$ cat src/rtl/io_port_seq_if.sv
// Bus bundle between the Z80 side and the I/O-cycle sequencer.
// master: drives the Z80 address and strobes (CPU model / bench).
// slave : the sequencer, which drives the latch controls and status.
interface io_port_seq_if #(
  parameter int NUM_PORTS = 4
);
  logic [7:0]           addr;
  logic                 IORQ_L;
  logic                 RD_L;
  logic                 WR_L;
  logic                 M1_L;
  logic [NUM_PORTS-1:0] le_h;
  logic [NUM_PORTS-1:0] oe_l;
  logic                 dbus_dir_h;
  logic                 wait_l;
  logic                 busy_h;
  logic                 err_h;

  modport master (
    output addr, IORQ_L, RD_L, WR_L, M1_L,
    input  le_h, oe_l, dbus_dir_h, wait_l, busy_h, err_h
  );

  modport slave (
    input  addr, IORQ_L, RD_L, WR_L, M1_L,
    output le_h, oe_l, dbus_dir_h, wait_l, busy_h, err_h
  );
endinterface

$ cat src/rtl/io_port_seq.sv
// Z80 I/O-cycle sequencer for the io board CPLD.
// Decodes IN/OUT cycles against NUM_PORTS consecutive port addresses starting
// at BASE_ADDR and drives the latch-enable / output-enable pins of the port
// latches plus the data-bus direction.
// Optional feature macro: IO_PORT_SEQ_WAIT_EN -- when defined, a legal in-range
// cycle is stretched by holding wait_l low for WAIT_CYCLES clocks before the
// strobe phase. When undefined, wait_l is tied high.
module io_port_seq #(
  parameter int         NUM_PORTS   = 4,
  parameter logic [7:0] BASE_ADDR   = 8'h10,
  parameter int         LE_PULSE    = 2,
  parameter int         WAIT_CYCLES = 2
) (
  input  logic          clk,
  input  logic          reset_h,
  io_port_seq_if.slave  bus
);

  // One shared counter times both the WAIT phase and the latch-enable pulse.
  localparam int CNT_MAX = (LE_PULSE > WAIT_CYCLES) ? LE_PULSE : WAIT_CYCLES;
  localparam int CNT_W   = (CNT_MAX > 1) ? $clog2(CNT_MAX) : 1;

  typedef enum logic [2:0] {
    ST_IDLE      = 3'd0,
    ST_DECODE    = 3'd1,
    ST_WAIT      = 3'd2,
    ST_WR_STROBE = 3'd3,
    ST_RD_ACTIVE = 3'd4,
    ST_FINISH    = 3'd5
  } state_t;

  state_t               r_state;
  state_t               w_state_nxt;
  logic [3:0]           r_sync_meta;
  logic [3:0]           r_sync;
  logic                 w_iorq_l;
  logic                 w_rd_l;
  logic                 w_wr_l;
  logic                 w_m1_l;
  logic [8:0]           w_off;
  logic                 w_in_range;
  logic [2:0]           w_idx_now;
  logic [2:0]           w_idx_sel;
  logic [2:0]           r_idx;
  logic                 w_capture;
  logic                 w_err_nxt;
  logic [CNT_W-1:0]     r_cnt;
  logic [NUM_PORTS-1:0] w_onehot;
  logic [NUM_PORTS-1:0] r_le_h;
  logic [NUM_PORTS-1:0] r_oe_l;
  logic                 r_dbus_dir_h;
  logic                 r_busy_h;
  logic                 r_err_h;
`ifdef IO_PORT_SEQ_WAIT_EN
  logic                 r_is_rd;
  logic                 r_wait_l;
`endif

  // Two-flop synchronizers for the asynchronous Z80 strobes (idle = high).
  always_ff @(posedge clk) begin
    if (reset_h) begin
      r_sync_meta <= 4'b1111;
      r_sync      <= 4'b1111;
    end else begin
      r_sync_meta <= {bus.M1_L, bus.WR_L, bus.RD_L, bus.IORQ_L};
      r_sync      <= r_sync_meta;
    end
  end

  assign w_iorq_l = r_sync[0];
  assign w_rd_l   = r_sync[1];
  assign w_wr_l   = r_sync[2];
  assign w_m1_l   = r_sync[3];

  // 9-bit offset: bit 8 set means addr is below BASE_ADDR; no address wrap.
  assign w_off      = {1'b0, bus.addr} - {1'b0, BASE_ADDR};
  assign w_in_range = ~w_off[8] && (w_off[7:0] < 8'(NUM_PORTS));
  assign w_idx_now  = w_off[2:0];

  // During DECODE the port index comes straight from the bus, later from the
  // captured copy, so the registered outputs see the right port on entry.
  assign w_idx_sel = (r_state == ST_DECODE) ? w_idx_now : r_idx;

  // Port index to one-hot select.
  always_comb begin
    w_onehot = '0;
    for (int i = 0; i < NUM_PORTS; i++) begin
      w_onehot[i] = (w_idx_sel == 3'(i));
    end
  end

  // Next-state logic and error / capture decisions.
  always_comb begin
    w_state_nxt = r_state;
    w_err_nxt   = 1'b0;
    w_capture   = 1'b0;
    case (r_state)
      ST_IDLE: begin
        if (!w_iorq_l && w_m1_l) begin
          w_state_nxt = ST_DECODE;
        end else if (!w_iorq_l) begin
          // Interrupt acknowledge: not ours, just wait for it to end.
          w_state_nxt = ST_FINISH;
        end else begin
          w_state_nxt = ST_IDLE;
        end
      end
      ST_DECODE: begin
        if (!w_in_range) begin
          // Another board owns this port; stay quiet.
          w_state_nxt = ST_FINISH;
        end else if (w_iorq_l) begin
          w_state_nxt = ST_IDLE;
        end else if (!w_rd_l && !w_wr_l) begin
          w_err_nxt   = 1'b1;
          w_state_nxt = ST_FINISH;
        end else if (w_rd_l && w_wr_l) begin
          w_state_nxt = ST_DECODE;
        end else begin
          w_capture = 1'b1;
`ifdef IO_PORT_SEQ_WAIT_EN
          w_state_nxt = ST_WAIT;
`else
          w_state_nxt = (!w_wr_l) ? ST_WR_STROBE : ST_RD_ACTIVE;
`endif
        end
      end
`ifdef IO_PORT_SEQ_WAIT_EN
      ST_WAIT: begin
        if (w_iorq_l) begin
          w_err_nxt   = 1'b1;
          w_state_nxt = ST_IDLE;
        end else if (r_cnt == CNT_W'(WAIT_CYCLES - 1)) begin
          w_state_nxt = r_is_rd ? ST_RD_ACTIVE : ST_WR_STROBE;
        end else begin
          w_state_nxt = ST_WAIT;
        end
      end
`endif
      ST_WR_STROBE: begin
        if (w_iorq_l || w_wr_l) begin
          // Cycle ended early: the latched data is not trustworthy.
          w_err_nxt   = 1'b1;
          w_state_nxt = ST_IDLE;
        end else if (r_cnt == CNT_W'(LE_PULSE - 1)) begin
          w_state_nxt = ST_FINISH;
        end else begin
          w_state_nxt = ST_WR_STROBE;
        end
      end
      ST_RD_ACTIVE: begin
        if (w_iorq_l || w_rd_l) begin
          w_state_nxt = ST_IDLE;
        end else begin
          w_state_nxt = ST_RD_ACTIVE;
        end
      end
      ST_FINISH: begin
        if (w_iorq_l) begin
          w_state_nxt = ST_IDLE;
        end else begin
          w_state_nxt = ST_FINISH;
        end
      end
      default: begin
        w_state_nxt = ST_IDLE;
      end
    endcase
  end

  // State register.
  always_ff @(posedge clk) begin
    if (reset_h) begin
      r_state <= ST_IDLE;
    end else begin
      r_state <= w_state_nxt;
    end
  end

  // Phase counter: restarts on every state change, counts while staying.
  always_ff @(posedge clk) begin
    if (reset_h) begin
      r_cnt <= '0;
    end else if (w_state_nxt != r_state) begin
      r_cnt <= '0;
    end else begin
      r_cnt <= r_cnt + CNT_W'(1);
    end
  end

  // Capture the port index (and direction) when a legal cycle is accepted.
  always_ff @(posedge clk) begin
    if (reset_h) begin
      r_idx <= 3'd0;
`ifdef IO_PORT_SEQ_WAIT_EN
      r_is_rd <= 1'b0;
`endif
    end else if (w_capture) begin
      r_idx <= w_idx_now;
`ifdef IO_PORT_SEQ_WAIT_EN
      r_is_rd <= ~w_rd_l;
`endif
    end
  end

  // Registered outputs derived from the next state so they align with it.
  always_ff @(posedge clk) begin
    if (reset_h) begin
      r_le_h       <= '0;
      r_oe_l       <= '1;
      r_dbus_dir_h <= 1'b0;
      r_busy_h     <= 1'b0;
      r_err_h      <= 1'b0;
    end else begin
      r_le_h       <= (w_state_nxt == ST_WR_STROBE) ? w_onehot : '0;
      r_oe_l       <= (w_state_nxt == ST_RD_ACTIVE) ? ~w_onehot : '1;
      r_dbus_dir_h <= (w_state_nxt == ST_RD_ACTIVE);
      r_busy_h     <= (w_state_nxt != ST_IDLE);
      r_err_h      <= w_err_nxt;
    end
  end

`ifdef IO_PORT_SEQ_WAIT_EN
  // WAIT request held low for the whole WAIT phase.
  always_ff @(posedge clk) begin
    if (reset_h) begin
      r_wait_l <= 1'b1;
    end else begin
      r_wait_l <= (w_state_nxt != ST_WAIT);
    end
  end

  assign bus.wait_l = r_wait_l;
`else
  assign bus.wait_l = 1'b1;
`endif

  assign bus.le_h       = r_le_h;
  assign bus.oe_l       = r_oe_l;
  assign bus.dbus_dir_h = r_dbus_dir_h;
  assign bus.busy_h     = r_busy_h;
  assign bus.err_h      = r_err_h;

endmodule
$ cat src/flat_wrapper.sv
// flat-port wrapper written by rule: the top's interface ports become plain ports
module io_port_seq_flat 
#(
  parameter int         NUM_PORTS   = 4,
  parameter logic [7:0] BASE_ADDR   = 8'h10,
  parameter int         LE_PULSE    = 2,
  parameter int         WAIT_CYCLES = 2
)
  (clk, reset_h, bus_addr, bus_IORQ_L, bus_RD_L, bus_WR_L, bus_M1_L, bus_le_h, bus_oe_l, bus_dbus_dir_h, bus_wait_l, bus_busy_h, bus_err_h);
  io_port_seq_if #(.NUM_PORTS(NUM_PORTS)) bus_i ();
  input  logic clk;
  input  logic reset_h;
  input wire logic [$bits(bus_i.addr)-1:0] bus_addr;
  input wire logic [$bits(bus_i.IORQ_L)-1:0] bus_IORQ_L;
  input wire logic [$bits(bus_i.RD_L)-1:0] bus_RD_L;
  input wire logic [$bits(bus_i.WR_L)-1:0] bus_WR_L;
  input wire logic [$bits(bus_i.M1_L)-1:0] bus_M1_L;
  output wire logic [$bits(bus_i.le_h)-1:0] bus_le_h;
  output wire logic [$bits(bus_i.oe_l)-1:0] bus_oe_l;
  output wire logic [$bits(bus_i.dbus_dir_h)-1:0] bus_dbus_dir_h;
  output wire logic [$bits(bus_i.wait_l)-1:0] bus_wait_l;
  output wire logic [$bits(bus_i.busy_h)-1:0] bus_busy_h;
  output wire logic [$bits(bus_i.err_h)-1:0] bus_err_h;
  assign bus_i.addr = bus_addr;
  assign bus_i.IORQ_L = bus_IORQ_L;
  assign bus_i.RD_L = bus_RD_L;
  assign bus_i.WR_L = bus_WR_L;
  assign bus_i.M1_L = bus_M1_L;
  assign bus_le_h = bus_i.le_h;
  assign bus_oe_l = bus_i.oe_l;
  assign bus_dbus_dir_h = bus_i.dbus_dir_h;
  assign bus_wait_l = bus_i.wait_l;
  assign bus_busy_h = bus_i.busy_h;
  assign bus_err_h = bus_i.err_h;
  io_port_seq #(.NUM_PORTS(NUM_PORTS), .BASE_ADDR(BASE_ADDR), .LE_PULSE(LE_PULSE), .WAIT_CYCLES(WAIT_CYCLES)) u_core (.clk(clk), .reset_h(reset_h), .bus(bus_i));
endmodule
$ cat config.mk
export PLATFORM = sky130hd
export DESIGN_NAME = io_port_seq_flat
export DESIGN_NICKNAME = d
export VERILOG_FILES = /design/src/rtl/io_port_seq_if.sv /design/src/rtl/io_port_seq.sv /design/src/flat_wrapper.sv
export SDC_FILE = /design/constraint.sdc
export NUM_CORES = 1
export LEC_CHECK = 0
export CORE_MARGIN = 2
export CORE_UTILIZATION = 49
export DETAILED_ROUTE_END_ITERATION = 8
export HOLD_SLACK_MARGIN = 0.03
export PLACE_DENSITY = 0.82
export SLEW_MARGIN = 30
export SYNTH_ARGS = -nofsm -noshare
export SYNTH_HDL_FRONTEND = slang
export SYNTH_SLANG_ARGS = --single-unit
$ cat constraint.sdc
create_clock -name clk -period 1.83 [get_ports clk]
set_clock_uncertainty 0.1 [all_clocks]
set_input_delay 0.2745 -clock clk [delete_from_list [all_inputs] [get_ports clk]]
set_output_delay 0.2745 -clock clk [all_outputs]
set_load 0.1 [all_outputs]
==> Flow_metrics.wiki, run 1 <==
{| class="wikitable"
! Metric !! Value
|-
| Dominant cell type by area after synthesis || dfxtp_1
|-
| Worst IR Drop VDD || 0.000568 V
|-
| Number of cells traversed by the worst register-to-register path || 7
|-
| Type of the worst setup path || reg -> reg
|-
| Buffers from clock root to sink, at most || 2
|-
| Post-synth top flop || dfxtp_1
|-
| First-pass GRT wire length || 4220 um
|-
| Die X || 53.4 um
|-
| Fill cell count || 164
|-
| Sw Share || 25.2%
|-
| # Max-Cap Violations || 0
|-
| Internal power summed over all cells || 0.742 mW
|-
| Number of hold violations in the final report || 0
|-
| Worst min-delay path class || reg -> reg
|-
| Vias in the first global route || 950
|-
| Post-synth EDFFs || 0
|-
| Part of the power in registers || 60.3%
|-
| Distinct cells, synth || 42
|-
| Maximum fanout encountered on the critical timing path || 5
|-
| Final-layout setup total negative slack || -0.0185 ns
|-
| Startpoint types || flip-flop
|-
| Final standard cell utilization of the core || 74.8%
|-
| CP endpoint kind || flip-flop
|-
| Share of the cycle needed by the critical path after routing || 101%
|-
| Io pins || 26
|-
| Vias/cell || 5.63
|-
| Worst Hold Endpoint || u_core.r_sync[0]$_SDFF_PP1_
|-
| Top cell types by occurrence after synthesis || dfxtp_1 (26), nor2_1 (11), nand4_1 (9)
|-
| Area share of the largest cell type after synthesis || 43.5%
|-
| TritonCTS sink count || 26
|-
| Pin count of the biggest net entering global routing || 14
|-
| Worst endpoint required time || 1.95 ns
|-
| Overflow left after global routing || 0
|-
| Clock slew at the register clock pins of the worst setup and hold paths || 0.13 ns
|-
| Starting density of the core || 53.1%
|-
| Number of H-tree levels || 1
|-
| Worst setup slack for register-to-register paths || -0.02 ns
|-
| Data arrival, critical path || 1.96 ns
|-
| Post-synthesis instance area || 0.00120 mm2
|-
| Starting DRT DRC Count || 18
|-
| First-pass DRT Iterations || 4
|-
| HP Start || u_core.r_sync_meta[0]$_SDFF_PP1_
|-
| DRC violations left || 0
|-
| Area growth from synthesis to layout || 40.9%
|-
| Final RePlAce weighted congestion || 0.806
|-
| Final critical-path required period || 1.85 ns
|-
| Async SR Flop Fraction || 0%
|-
| TritonCTS clock tree || yes
|-
| Register bit total from synthesis || 26
|-
| Number of antenna-violating nets in the routed design || 0
|-
| Fin. max-slew vios || 0
|-
| Worst reg2reg endpoint || u_core.bus.le_h[2]$_SDFF_PP0_
|-
| Clock power share || 23.1%
|-
| CP Launch Point || u_core.r_sync[1]$_SDFF_PP1_
|-
| Source-to-sink clock delay at the later pin of the worst-skew pair || 0.31 ns
|-
| Cells after synthesis || 116
|-
| Count of synthesis-stage warnings from yosys || 0
|-
| Worst setup slack after layout || -0.0176 ns
|-
| Areal power density over the cells || 588 mW/mm2
|-
| Total leakage power || 0.686 nW
|-
| Hold Path Depth || 1
|-
| Nets || 166
|-
| Reg-to-reg startpoint || u_core.r_sync[1]$_SDFF_PP1_
|-
| Sequential area share after synthesis || 43.5%
|-
| Antenna violations before repair || 0
|-
| Most instantiated library cell after synthesis || dfxtp_1
|-
| Placeable core area || 0.00225 mm2
|-
| Outcome || finished, violations left
|-
| Number of buffers created by CTS || 3
|-
| Syn avg cell area || 10.3 um2
|-
| Global-route total usage across every layer || 20.7%
|-
| Ant. Diodes || 0
|-
| Final setup violating endpoints || 2
|-
| Clock root buffer || clkbuf_4
|-
| Switching power || 0.250 mW
|-
| Total wirelength of the detailed-routed design || 2630 um
|-
| Combinational share of power || 16.7%
|-
| Top cells by area, synth || dfxtp_1 (43%), mux2i_1 (5.0%), nand4_1 (4.7%)
|-
| Area enclosed by the die boundary || 0.00286 mm2
|-
| Setup repair after global routing missed its margin || true
|-
| DPL Wire Length || 2050 um
|-
| Port-buffer cells || 24
|-
| Die height || 53.4 um
|-
| Fraction of final layout cells sized beyond drive strength 1 || 36.7%
|-
| Post-Syn Nets || 133
|-
| Number of standard-cell rows in the floorplan || 17
|-
| Failing checks || negative setup slack
|-
| Number of vias after detailed routing || 985
|-
| Achievable Freq || 0.541 GHz
|-
| Wirelength per Cell || 15.0 um
|}
sequential cells by signal (all words and copies together), names as in the netlist:
name / cells
u_core.bus.le_h: 4
u_core.bus.oe_l: 4
u_core.r_sync: 4
u_core.r_sync_meta: 4
u_core.r_idx: 3
u_core.r_state: 3
u_core.bus.busy_h: 1
u_core.bus.dbus_dir_h: 1
u_core.bus.err_h: 1
u_core.r_cnt: 1
cells in the final DEF (no fill, tap or decap), types with 2 or more instances in the layout:
| master | n |
|---|---|
| and2b_1 | 2 |
| buf_4 | 10 |
| ha_2 | 2 |
| nand2_1 | 2 |
| dfxtp_1 | 23 |
| buf_12 | 11 |
| or2_2 | 8 |
| clkdlybuf4s50_1 | 13 |
| clkbuf_4 | 3 |
| inv_1 | 5 |
| nor2b_1 | 3 |
| nand4_1 | 9 |
| nor4_2 | 3 |
| dfxtp_2 | 3 |
| a21oi_1 | 2 |
| nor3_1 | 2 |
| a211o_1 | 2 |
| mux2i_2 | 2 |
| nor2_1 | 11 |
| mux2i_1 | 4 |
per-stage QoR:
stage	power, mW	hold WS, ns	cells	cell area [um2]	setup slack, ns
2_1_floorplan	0.701	0.278	116	1200	0.181
3_3_place_gp	0.757	0.292	171	1600	-0.0955
3_5_place_dp	0.763	0.301	171	1600	-0.187
4_1_cts	0.983	0.331	174	1630	0.0352
5_1_grt	1.03	0.340	175	1690	-0.113
6_report	0.991	0.327	175	1690	-0.0176
logic make-up after synthesis:
kind of cell / share of synthesized area (%)
flops: 43.5
buf+inv: 5.64
compound gates: 9.41
simple gates: 32.1
other cells: 0.313
fa+ha+maj: 3.14
mux: 5.96
power by group through the flow:
stage	Combinational, mW	Sequential, mW	Clock [mW]
finish	0.165	0.597	0.229
global route	0.177	0.599	0.258
CTS	0.156	0.596	0.231
detailed placement	0.155	0.608	0
global placement	0.150	0.607	0
floorplan	0.0871	0.614	0
worst max-delay path by stage:
stage | to | depth (start not counted)
6_report | u_core.bus.le_h[2]$_SDFF_PP0_ | 7
5_1_grt | u_core.bus.le_h[2]$_SDFF_PP0_ | 7
4_1_cts | u_core.bus.le_h[0]$_SDFF_PP0_ | 6
3_5_place_dp | u_core.bus.le_h[0]$_SDFF_PP0_ | 5
3_3_place_gp | u_core.bus.le_h[0]$_SDFF_PP0_ | 5
2_1_floorplan | u_core.bus.dbus_dir_h$_SDFF_PP0_ | 6
worst max-delay path, cell delays in order (launching register included):
cell,delay (ns)
dfxtp_2,0.36
inv_1,0.06
ha_2,0.19
or2_4,0.26
o221ai_4,0.25
nand4_1,0.19
buf_4,0.20
nor4_2,0.15
cell type report:
class,count,area [um2],share of cell area [%]
well taps,28,35.0,2.08
repair buffers,34,425,25.2
flip-flops and latches,26,524,31.1
multi-input cells,79,661,39.2
clock buffers,3,22.5,1.34
inverters,5,18.8,1.11
timing repair:
item,in CTS,in global routing
endpoints found under the hold margin,0,0
gates resized for setup,1,12
pin swaps,0,3
setup endpoints to repair,5,9
buffers inserted,0,1
hold buffers,0,0
routing by layer:
| metal | wire (um) | GRT usage (%) | vias up |
|---|---|---|---|
| met5 | 0 | 0 | - |
| met4 | 62 | 7.26 | 0 |
| met3 | 82 | 3.11 | 8 |
| met2 | 1470 | 39.5 | 27 |
| met1 | 1010 | 22.5 | 473 |
| li1 | - | - | 477 |
No activity file was read; power rests on OpenSTA's default activity.
==> run 2: changes to the inputs <==
SLEW_MARGIN = 0   (was 30)
==> results of run 2 <==
The final DEF is identical to that of run 1; final timing and power are the same.
==> run 3: changes to the inputs <==
--- a/config.mk
+++ b/config.mk
@@ -7,2 +7,3 @@
 export LEC_CHECK = 0
+export CAP_MARGIN = 20
 export CORE_MARGIN = 2
==> constraint.sdc (replaced) <==
create_clock -name clk -period 1.83 [get_ports clk]
set_clock_uncertainty 0.1 [all_clocks]
set_input_delay 0.183 -clock clk [delete_from_list [all_inputs] [get_ports clk]]
set_output_delay 0.183 -clock clk [all_outputs]
set_load 0.1 [all_outputs]
==> run 3 against run 2 <==
The run now ends clean. First-iteration DRC count rose by 11%. Fmax rose by 3.9%. Final cell count rose by 2.3%. Non-clock buffer count rose by 3. Critical endpoint is now u_core.bus.le_h[0]$_SDFF_PP0_. Combinational power barely moved.
==> Flow_metrics.wiki, run 3 (synthesized netlist as in run 1, its figures left out) <==
{| class="wikitable"
! Metric !! Value
|-
| Worst Hold Endpoint || u_core.r_sync_meta[3]$_SDFF_PP1_
|-
| Switching power || 0.275 mW (+10%)
|-
| Port-buffer cells || 24 (unchanged)
|-
| Total leakage power || 0.672 nW (-2.1%)
|-
| Worst setup slack for register-to-register paths || 0.05 ns (+0.07 ns)
|-
| Total power after layout || 1.16 mW (+17%)
|-
| Clock root buffer || clkbuf_4
|-
| Place WS || -0.117 ns (+0.0699 ns)
|-
| Wirelength per Cell || 14.0 um (-6.8%)
|-
| Outcome || finished, final reports clean
|-
| # Max-Cap Violations || 0 (unchanged)
|-
| Overflow left after global routing || 0 (unchanged)
|-
| Die X || 53.4 um (unchanged)
|-
| Clock power share || 34.2% (+11 points)
|-
| Io pins || 26 (unchanged)
|-
| Starting density of the core || 53.1% (unchanged)
|-
| HP Start || bus_M1_L
|-
| Data arrival, critical path || 1.93 ns (-0.03 ns)
|-
| Vias in the first global route || 900 (-5.3%)
|-
| Number of hold violations in the final report || 0 (unchanged)
|-
| Fraction of final layout cells sized beyond drive strength 1 || 39.1% (+2.3 points)
|-
| TritonCTS clock tree || yes
|-
| DRC violations left || 0 (unchanged)
|-
| Worst endpoint required time || 1.98 ns (+0.03 ns)
|-
| Worst min-delay path class || in -> reg
|-
| Vias/cell || 5.35 (-5.0%)
|-
| Antenna violations before repair || 0 (unchanged)
|-
| Total wirelength of the detailed-routed design || 2500 um (-4.7%)
|-
| First-pass GRT wire length || 3890 um (-7.8%)
|-
| TritonCTS sink count || 26 (unchanged)
|-
| Achievable Freq || 0.563 GHz (+3.9%)
|-
| Setup repair after global routing missed its margin || true
|-
| Internal power summed over all cells || 0.886 mW (+19%)
|-
| Ant. Diodes || 0 (unchanged)
|-
| Number of vias after detailed routing || 957 (-2.8%)
|-
| Fin. max-slew vios || 0 (unchanged)
|-
| Pin count of the biggest net entering global routing || 16 (+2)
|-
| Register area || 524 um2 (unchanged)
|-
| Area growth from synthesis to layout || 34.7%
|-
| Areal power density over the cells || 720 mW/mm2 (+22%)
|-
| Hold Path Depth || 2 (+1)
|-
| Number of standard-cell rows in the floorplan || 17 (unchanged)
|-
| DPL Wire Length || 1710 um (-17%)
|-
| Number of buffers created by CTS || 3 (unchanged)
|-
| Reg-to-reg startpoint || u_core.r_sync[2]$_SDFF_PP1_
|-
| Startpoint types || flip-flop
|-
| Area enclosed by the die boundary || 0.00286 mm2 (unchanged)
|-
| Buffers from clock root to sink, at most || 2 (unchanged)
|-
| Most frequent standard cell in the layout excluding fill and tap cells || buf_4
|-
| Source-to-sink clock delay at the later pin of the worst-skew pair || 0.33 ns (+0.02 ns)
|-
| Part of the power in registers || 51.5% (-8.8 points)
|-
| Commonest cells after routing, fill and taps aside || buf_4 (24), dfxtp_1 (23), clkdlybuf4s50_1 (13)
|-
| First-pass DRT Iterations || 4 (unchanged)
|-
| Total area of multi-input combinational cells || 672 um2 (+1.7%)
|-
| Starting DRT DRC Count || 20 (+2)
|-
| Sw Share || 23.7% (-1.5 points)
|-
| Number of antenna-violating nets in the routed design || 0 (unchanged)
|-
| Number of H-tree levels || 1 (unchanged)
|-
| Fill cell count || 163 (-0.61%)
|-
| Nets || 169 (+1.8%)
|-
| Placeable core area || 0.00225 mm2 (unchanged)
|-
| CP endpoint kind || flip-flop
|-
| Share of the cycle needed by the critical path after routing || 97.1% (-3.8 points)
|-
| Clock slew at the register clock pins of the worst setup and hold paths || 0.14 ns (about the same)
|-
| Die height || 53.4 um (unchanged)
|-
| Maximum fanout encountered on the critical timing path || 4 (-1)
|-
| Combinational share of power || 14.3% (-2.4 points)
|-
| Final critical-path required period || 1.78 ns (-0.0698 ns)
|-
| Worst reg2reg endpoint || u_core.bus.le_h[0]$_SDFF_PP0_
|-
| Type of the worst setup path || reg -> reg
|-
| Worst setup slack after layout || 0.0523 ns (+0.0698 ns)
|-
| Worst IR Drop VDD || 0.000746 V (+31%)
|-
| Final setup violating endpoints || 0 (-2)
|-
| Final RePlAce weighted congestion || 0.880 (+9.2%)
|-
| Global-route total usage across every layer || 19.2% (-1.4 points)
|-
| Number of cells traversed by the worst register-to-register path || 7 (unchanged)
|}
==> run 3: cell count changes in the layout (fill, tap and decap cells not counted), moves of 2 or more <==
cell / before / now
buf_4: 10 / 24
buf_12: 11 / 0
nor4_2: 3 / 0
inv_1: 5 / 3
inv_2: 0 / 2
nor4_1: 1 / 3
==> run 3: per-stage QoR <==
step,utilization (%),hold slack (ns),TNS (ns),area [um2],instances
4_1_cts,68.3,0.303,0,1540,176
3_3_place_gp,64.6,0.291,0,1460,170
6_report,71.5,0.308,0,1610,179
3_5_place_dp,64.6,0.296,-0.430,1460,170
5_1_grt,71.5,0.294,-0.0559,1610,179
2_1_floorplan,-,0.187,0,1200,116
==> run 3: critical path: stages, from the launching register on <==
cell	delay [ns]
dfxtp_2	0.39
inv_2	0.06
ha_4	0.15
or2_1	0.23
o221ai_2	0.21
nand4_1	0.23
buf_4	0.21
nor4_4	0.12
==> run 3: worst max path at each step <==
stage	from	slack, ns	to
final	u_core.r_sync[2]$_SDFF_PP1_	0.05	u_core.bus.le_h[0]$_SDFF_PP0_
after global routing	u_core.r_sync[2]$_SDFF_PP1_	-0.03	u_core.bus.le_h[0]$_SDFF_PP0_
after CTS	u_core.r_sync[2]$_SDFF_PP1_	0.001	u_core.bus.le_h[1]$_SDFF_PP0_
after detailed placement	bus_addr[2]	-0.12	u_core.bus.le_h[0]$_SDFF_PP0_
after global placement	bus_addr[2]	0.002	u_core.bus.le_h[1]$_SDFF_PP0_
after floorplan	u_core.r_sync[1]$_SDFF_PP1_	0.18	u_core.bus.dbus_dir_h$_SDFF_PP0_
==> run 3: metal layers <==
| metal | vias up | share of wire (%) | GRT usage, % |
|---|---|---|---|
| li1 | 483 | - | - |
| met5 | - | 0 | 0 |
| met2 | 26 | 50 | 32.7 |
| met1 | 443 | 44 | 23.1 |
| met4 | 0 | 1.7 | 8.97 |
| met3 | 5 | 3.6 | 3.39 |
==> run 3: layout make-up <==
class | count | area share (%)
timing repair buffer | 37 | 19.2
tap | 28 | 2.17
multi-input combinational | 79 | 41.7
clock inverter | 1 | 1.86
sequential | 26 | 32.5
inverter | 5 | 1.16
clock buffer | 3 | 1.40
==> run 3: what timing repair did <==
item,in CTS,in global routing
gates resized for setup,4,12
hold endpoints to repair,0,0
endpoints found under the setup margin,5,9
hold buffers,0,0
setup buffers,2,3
pin swaps,3,6
==> run 3: power groups by stage <==
| stage | Sequential (mW) | Clock [mW] | Combinational, mW |
|---|---|---|---|
| finish | 0.597 | 0.397 | 0.166 |
| global route | 0.600 | 0.431 | 0.178 |
| CTS | 0.595 | 0.400 | 0.151 |
| detailed placement | 0.607 | 0 | 0.147 |
| global placement | 0.606 | 0 | 0.144 |
| floorplan | 0.614 | 0 | 0.0871 |
